==> config.mk <==
export PLATFORM = sky130hd
export DESIGN_NAME = counter_sequencer
export DESIGN_NICKNAME = d
export VERILOG_FILES = /design/src/rtl/counter_sequencer_pkg.sv /design/src/rtl/counter_sequencer_counter.sv /design/src/rtl/counter_sequencer.sv
export SDC_FILE = /design/constraint.sdc
export NUM_CORES = 1
export LEC_CHECK = 0
export BUFFER_PORTS_ARGS = -buffer_cell sky130_fd_sc_hd__buf_2
export CORE_AREA = 2 2 39 41
export DETAILED_ROUTE_END_ITERATION = 8
export DIE_AREA = 0 0 41 43
export GPL_TIMING_DRIVEN = 0
export PLACE_DENSITY_LB_ADDON = 0.08
export SYNTH_ARGS = -nofsm -noshare
export SYNTH_HDL_FRONTEND = slang
export SYNTH_SLANG_ARGS = --single-unit
==> constraint.sdc <==
create_clock -name clock_i -period 1.6 [get_ports clock_i]
set_clock_uncertainty 0.05 [all_clocks]
set_input_delay 0.32 -clock clock_i [delete_from_list [all_inputs] [get_ports clock_i]]
set_output_delay 0.32 -clock clock_i [all_outputs]
set_load 0.05 [all_outputs]
==> src/rtl/counter_sequencer_pkg.sv <==
// rtl/counter_sequencer_pkg.sv - shared state encoding for the counter sequencer
package counter_sequencer_pkg;

    typedef enum logic [2:0] {
        ST_IDLE   = 3'd0,
        ST_CLEAR  = 3'd1,
        ST_RUN    = 3'd2,
        ST_PAUSED = 3'd3,
        ST_DONE   = 3'd4
    } seq_state_t;

endpackage

==> src/rtl/counter_sequencer_counter.sv <==
// rtl/counter_sequencer_counter.sv - saturating up-counter with terminal flag
module counter_sequencer_counter #(
    parameter int MAX_COUNTER_VALUE = 160,
    localparam int W = $clog2(MAX_COUNTER_VALUE + 1)
) (
    input  logic         clock_i,
    input  logic         reset_i,
    input  logic         enable_i,
    output logic [W-1:0] counter_val_o,
    output logic         finished_o
);

    assign finished_o = (counter_val_o == W'(MAX_COUNTER_VALUE));

    // Holds at the terminal value so a tally can never wrap.
    always_ff @(posedge clock_i) begin
        if (reset_i) begin
            counter_val_o <= '0;
        end else if (enable_i && !finished_o) begin
            counter_val_o <= counter_val_o + W'(1);
        end
    end

endmodule

==> src/rtl/counter_sequencer.sv <==
// rtl/counter_sequencer.sv - runs an external counter NUM_RUNS times per start
module counter_sequencer
    import counter_sequencer_pkg::*;
#(
    parameter int MAX_COUNTER_VALUE = 160,
    parameter int NUM_RUNS          = 4,
    localparam int VAL_W = $clog2(MAX_COUNTER_VALUE + 1),
    localparam int RUN_W = $clog2(NUM_RUNS + 1)
) (
    input  logic             clock_i,
    input  logic             reset_i,
    input  logic             start_i,
    input  logic             pause_i,
    input  logic             abort_i,
    input  logic             counter_finished_i,
    input  logic [VAL_W-1:0] counter_val_i,
    output logic             counter_enable_o,
    output logic             counter_reset_o,
    output logic             busy_o,
    output logic             done_o,
    output logic [RUN_W-1:0] run_count_o,
    output logic             error_o
);

    seq_state_t state;
    seq_state_t state_next;
    logic       seq_start;
    logic       finish_event;
    logic       last_run;
    logic       tally_finished;

    assign seq_start    = (state == ST_IDLE) && start_i;
    assign finish_event = (state == ST_RUN) && !abort_i && counter_finished_i;
    assign last_run     = (run_count_o == RUN_W'(NUM_RUNS - 1));

    counter_sequencer_counter #(
        .MAX_COUNTER_VALUE(NUM_RUNS)
    ) u_run_tally (
        .clock_i       (clock_i),
        .reset_i       (reset_i || seq_start),
        .enable_i      (finish_event),
        .counter_val_o (run_count_o),
        .finished_o    (tally_finished)
    );

    // Only accepted finish events can flag a short count; an aborting cycle cannot.
    always_ff @(posedge clock_i) begin
        if (reset_i || seq_start) begin
            error_o <= 1'b0;
        end else if (finish_event && (counter_val_i != VAL_W'(MAX_COUNTER_VALUE))) begin
            error_o <= 1'b1;
        end
    end

    always_ff @(posedge clock_i) begin
        if (reset_i) begin
            state <= ST_IDLE;
        end else begin
            state <= state_next;
        end
    end

    always_comb begin
        state_next       = state;
        counter_enable_o = 1'b0;
        counter_reset_o  = 1'b0;
        done_o           = 1'b0;
        busy_o           = 1'b1;
        case (state)
            ST_IDLE: begin
                counter_reset_o = 1'b1;
                busy_o          = 1'b0;
                if (start_i) begin
                    state_next = ST_CLEAR;
                end
            end
            ST_CLEAR: begin
                counter_reset_o = 1'b1;
                state_next      = abort_i ? ST_IDLE : ST_RUN;
            end
            ST_RUN: begin
                counter_enable_o = !pause_i;
                if (abort_i) begin
                    state_next = ST_IDLE;
                end else if (counter_finished_i) begin
                    state_next = (last_run || tally_finished) ? ST_DONE : ST_CLEAR;
                end else if (pause_i) begin
                    state_next = ST_PAUSED;
                end
            end
            ST_PAUSED: begin
                if (abort_i) begin
                    state_next = ST_IDLE;
                end else if (!pause_i) begin
                    state_next = ST_RUN;
                end
            end
            ST_DONE: begin
                done_o     = !abort_i;
                state_next = ST_IDLE;
            end
            default: begin
                state_next = ST_IDLE;
            end
        endcase
    end

endmodule
-- Word level (Yosys, flattened, before mapping)
Cells that the tools add are included.
- memory bits (read-only): 0
- bits in registers: 7
- latch bits: 0
- RAM bits: 0
- output and inout bits: 8
- memories: 0
- equality and inequality tests: 10
- multipliers: 0
- bitwise logic cells: 0
- div/mod/pow operators: 0
- reduce and logical (&&, ||, !) cells: 13
- shift-type cells: 0
- magnitude comparators: 0
- $add $sub $neg: 1
- muxes and demuxes: 13
- operators with widths (cell ; count):
    3-bit two-way mux ; 7
    3-bit one-hot mux with 4 select lines ; 1
    3-bit by 2-bit equality test with 1-bit output (second input constant) ; 3
    8-bit != test (second input constant) ; 1
    3-bit equality test (second input constant) ; 2
    1-bit logical AND ; 5
    1-bit two-way mux ; 4
    4-bit != test (second input constant) ; 1
    3-bit by 1-bit adder with 3-bit output (second input constant) ; 1
    3-bit by 1-bit equality test with 1-bit output (second input constant) ; 1
    1-bit logical NOT ; 3
    3-bit logical NOT ; 1
    3-bit != test (second input constant) ; 1
    3-bit AND reduction ; 1
    1-bit logical OR ; 2
    2-bit two-way mux ; 1
    2-bit != test (second input constant) ; 1
    2-bit OR reduction ; 1

-- Logic depth before layout (Yosys ltp)
- depth after elaboration: 6
- mapped depth: 5

-- Cells and area by module
From an unflattened synthesis, not the netlist that was laid out.
- cells, all modules: 49
- area, all modules: 461.7 sq um
- modules (own cells, without submodules) (module ; times used ; area each (sq um) ; sequential area each (sq um) ; cells each):
    counter_sequencer ; 1 ; 279.0 ; 80.1 ; 31
    counter_sequencer_counter ; 1 ; 182.7 ; 60.1 ; 18

-- Least setup slack after synthesis
Ideal clock, no wire load.
- path kind: flip-flop to output port
- from: reg state[1]
- to: out done_o
- arrival: 2112 ps
- path slack: -882 ps
- cell stages (with the launch flop): 3
- cell sequence: dfxtp_1 buf_2 nor4b_1
- longest elaborated chain between the ends: 2
- ends and longest elaborated chain (item ; RTL line ; source):
    from (decl) ; counter_sequencer.sv:25 ; seq_state_t state;
    from (signal assigned) ; counter_sequencer.sv:59 ; state <= state_next;
    3-bit equality test ; counter_sequencer.sv:69 ; case (state)
    1-bit two-way mux ; counter_sequencer.sv:69 ;
    to (decl) ; counter_sequencer.sv:20 ; output logic done_o,
Every way passes these cells.

-- Worst setup path in the final report
- from: reg state[0]
- to: out busy_o
- longest elaborated chain between the ends: 2
- ends and longest elaborated chain (item ; RTL line ; source):
    3-bit logical NOT ; counter_sequencer.sv:69 ;
    1-bit two-way mux ; counter_sequencer.sv:69 ;
    to (decl) ; counter_sequencer.sv:19 ; output logic busy_o,
Every way passes these cells.

==> metrics.txt <==
PortBufs 21; Clk Latency, worst-skew pair 0.24 ns; CTS tree built; GP Congestion 0.668; Ys Warns 0; clk sinks 7; final core utilization 0.484; H-tree depth 1; Hold Path End state[2]; global-route wire length before repair 1.68 mm; post-synthesis cell type count 27; total global routing overflow 0; status completed; Clock transition at path regs 0.05 ns; Hold Crit Class input pin to flip-flop; # IOs 22; Die X 41 µm; max-cap violations 0; CTS Buf Count 3; Final nets 95; Period minus WS final 1.59 ns; Slew @ Worst Pin 0.532 ns; Highest Clock Rate 627 MHz; CP Max Fanout 10; synthesized area per cell 8.59 µm²; Mapped Cells 53; largest net degree at the start of global routing 11; Worst R2R Start state[0]; Post-synth ARST share 0; FF-to-FF path depth 4; Avg WL per Cell 11.3 µm; Critical Path Start Type flip-flop; final setup fails 0; Synth top area share 0.308; drt pass-1 iters 4; most frequent cell after synthesis dfxtp_1; Max Buffers Root-to-Sink 2; Crit path required time 1.23 ns; Max transition margin 0.640; leak pwr 0.000261 µW; total chip power 415 µW; RSZ-0062 raised after global routing true; HPWL Detailed 849 µm; 1st-iter DRT viols 22; period utilization 0.996; commonest cells in the synthesized netlist 7 x dfxtp_1, 4 x inv_1, 4 x nor3_1; hold_ws 0.228 ns; Residual DRC 0; Power Density 620 mW/mm²; RR Endpoint u_run_tally.counter_val_o[0]; most used flip-flop cell after synthesis dfxtp_1; number of synthesized flops with an enable pin 0; Worst EP arrival 1.22 ns; Area Overhead vs Synth 47.0%; post-synth net total 69; vias per inst 5.07; sequential-to-total area share from yosys stat 0.308; overall global routing resource usage 0.145; crit path capture type primary output; final antenna-violating net count 0; initial antenna violation count 0; die height 43 µm; Worst R2R Setup Slack 0.09 ns; crit path kind flip-flop to primary output; FF+latch count, synth 7; clock root cell clkbuf_4; CORE AREA 0.00138 mm²; # fillers 138; # diodes 0; Post-CTS Setup Bufs 0; starting density of the core 0.329; vias in the first global route 429; leading area contributor after synthesis dfxtp_1; top cells by area, synth dfxtp_1 31%, nor4b_1 5.8%, ha_1 5.5%; hold buffers post-CTS 0; Hold Startpoint reset_i; routed via count 477; Worst Hold Path Cells 2; layout cells sized above 1 0.436; Slew Viols, Final 0; cell area after technology mapping 455 µm²; VDD IR-drop max 299 µV; wirelength, routed 1.06 mm; cell row count 14; die area 0.00176 mm²; Hold Vio Cnt, Final 0
[report_power, final]
group	switching [µW]	total [µW]	internal [µW]
combinational	45.8	82.1	36.3
sequential	1.51	179	178
clock	58.8	154	94.8
[cells in the final DEF (no fill, tap or decap), drive strengths merged, types with 3 or more instances in the layout]
master | netlist | routed
inv | 4 | 4
nor3 | 4 | 4
a21oi | 3 | 3
nand4 | 3 | 3
clkbuf | 0 | 4
dfxtp | 7 | 7
nor2b | 3 | 3
buf | 2 | 23
nor4b | 3 | 3
nand2 | 3 | 3
[routing by layer]
metal / vias to the layer above / track usage / share of wire
li1: 252 / - / -
met1: 203 / 0.174 / 0.45
met2: 20 / 0.206 / 0.45
met3: 2 / 0.0314 / 0.090
met4: 0 / 0.120 / 0.011
met5: - / 0 / 0
[flip-flops by register name, summed over array words and instances, names as in the netlist]
signal,count
state,3
u_run_tally.counter_val_o,3
error_o,1
[final cells by class]
type	instances	area, µm²	area share
inverters	4	15.0	0.0224
well taps	16	20.0	0.0299
plain buffers	2	22.5	0.0336
clock buffers	4	26.3	0.0393
repair buffers	21	124	0.185
multi-input cells	40	319	0.477
flip-flops and latches	7	143	0.213
[kinds of logic (layout without fill, tap and decap cells)]
group                      count (synthesis)  count (layout)  share of synthesized area
AOI/OAI and AO/OA                         12              12                      0.192
adders and majority gates                  2               2                     0.0549
and+or+nand+nor                           25              25                      0.354
muxes                                      1               1                     0.0220
buffers and inverters                      6              31                     0.0687
DFF                                        7               7                      0.308
[metrics by stage]
| step | TNS, ns | std cells | instance area, µm² | setup slack [ns] |
|---|---|---|---|---|
| floorplan | 0 | 53 | 492 | 0.0235 |
| global placement | 0 | 90 | 617 | 0.0634 |
| detailed placement | 0 | 90 | 617 | 0.0456 |
| CTS | -0.0101 | 94 | 663 | -0.0101 |
| global route | -0.0288 | 94 | 669 | -0.0288 |
| finish | 0 | 94 | 669 | 0.00578 |
[worst max-delay path, cell delays in order (launching register included)]
cell,delay (ns)
dfxtp_1,0.30
buf_6,0.14
or3_4,0.38
buf_6,0.16
[worst max path at each step]
stage | end | from | depth (start not counted) | slack (ns)
final | busy_o | state[0] | 3 | 0.006
after global routing | busy_o | state[0] | 3 | -0.03
after CTS | busy_o | state[0] | 3 | -0.01
after detailed placement | u_run_tally.counter_val_o[1] | state[1] | 4 | 0.05
after global placement | u_run_tally.counter_val_o[1] | state[1] | 4 | 0.06
after floorplan | u_run_tally.counter_val_o[1] | u_run_tally.counter_val_o[1] | 5 | 0.02
[what timing repair did]
| action | 4_1_cts | 5_1_grt |
|---|---|---|
| pin swaps | 0 | 0 |
| endpoints found under the setup margin | 3 | 6 |
| gates resized for setup | 7 | 3 |
Note: power is estimated with default switching activity, not from simulation.
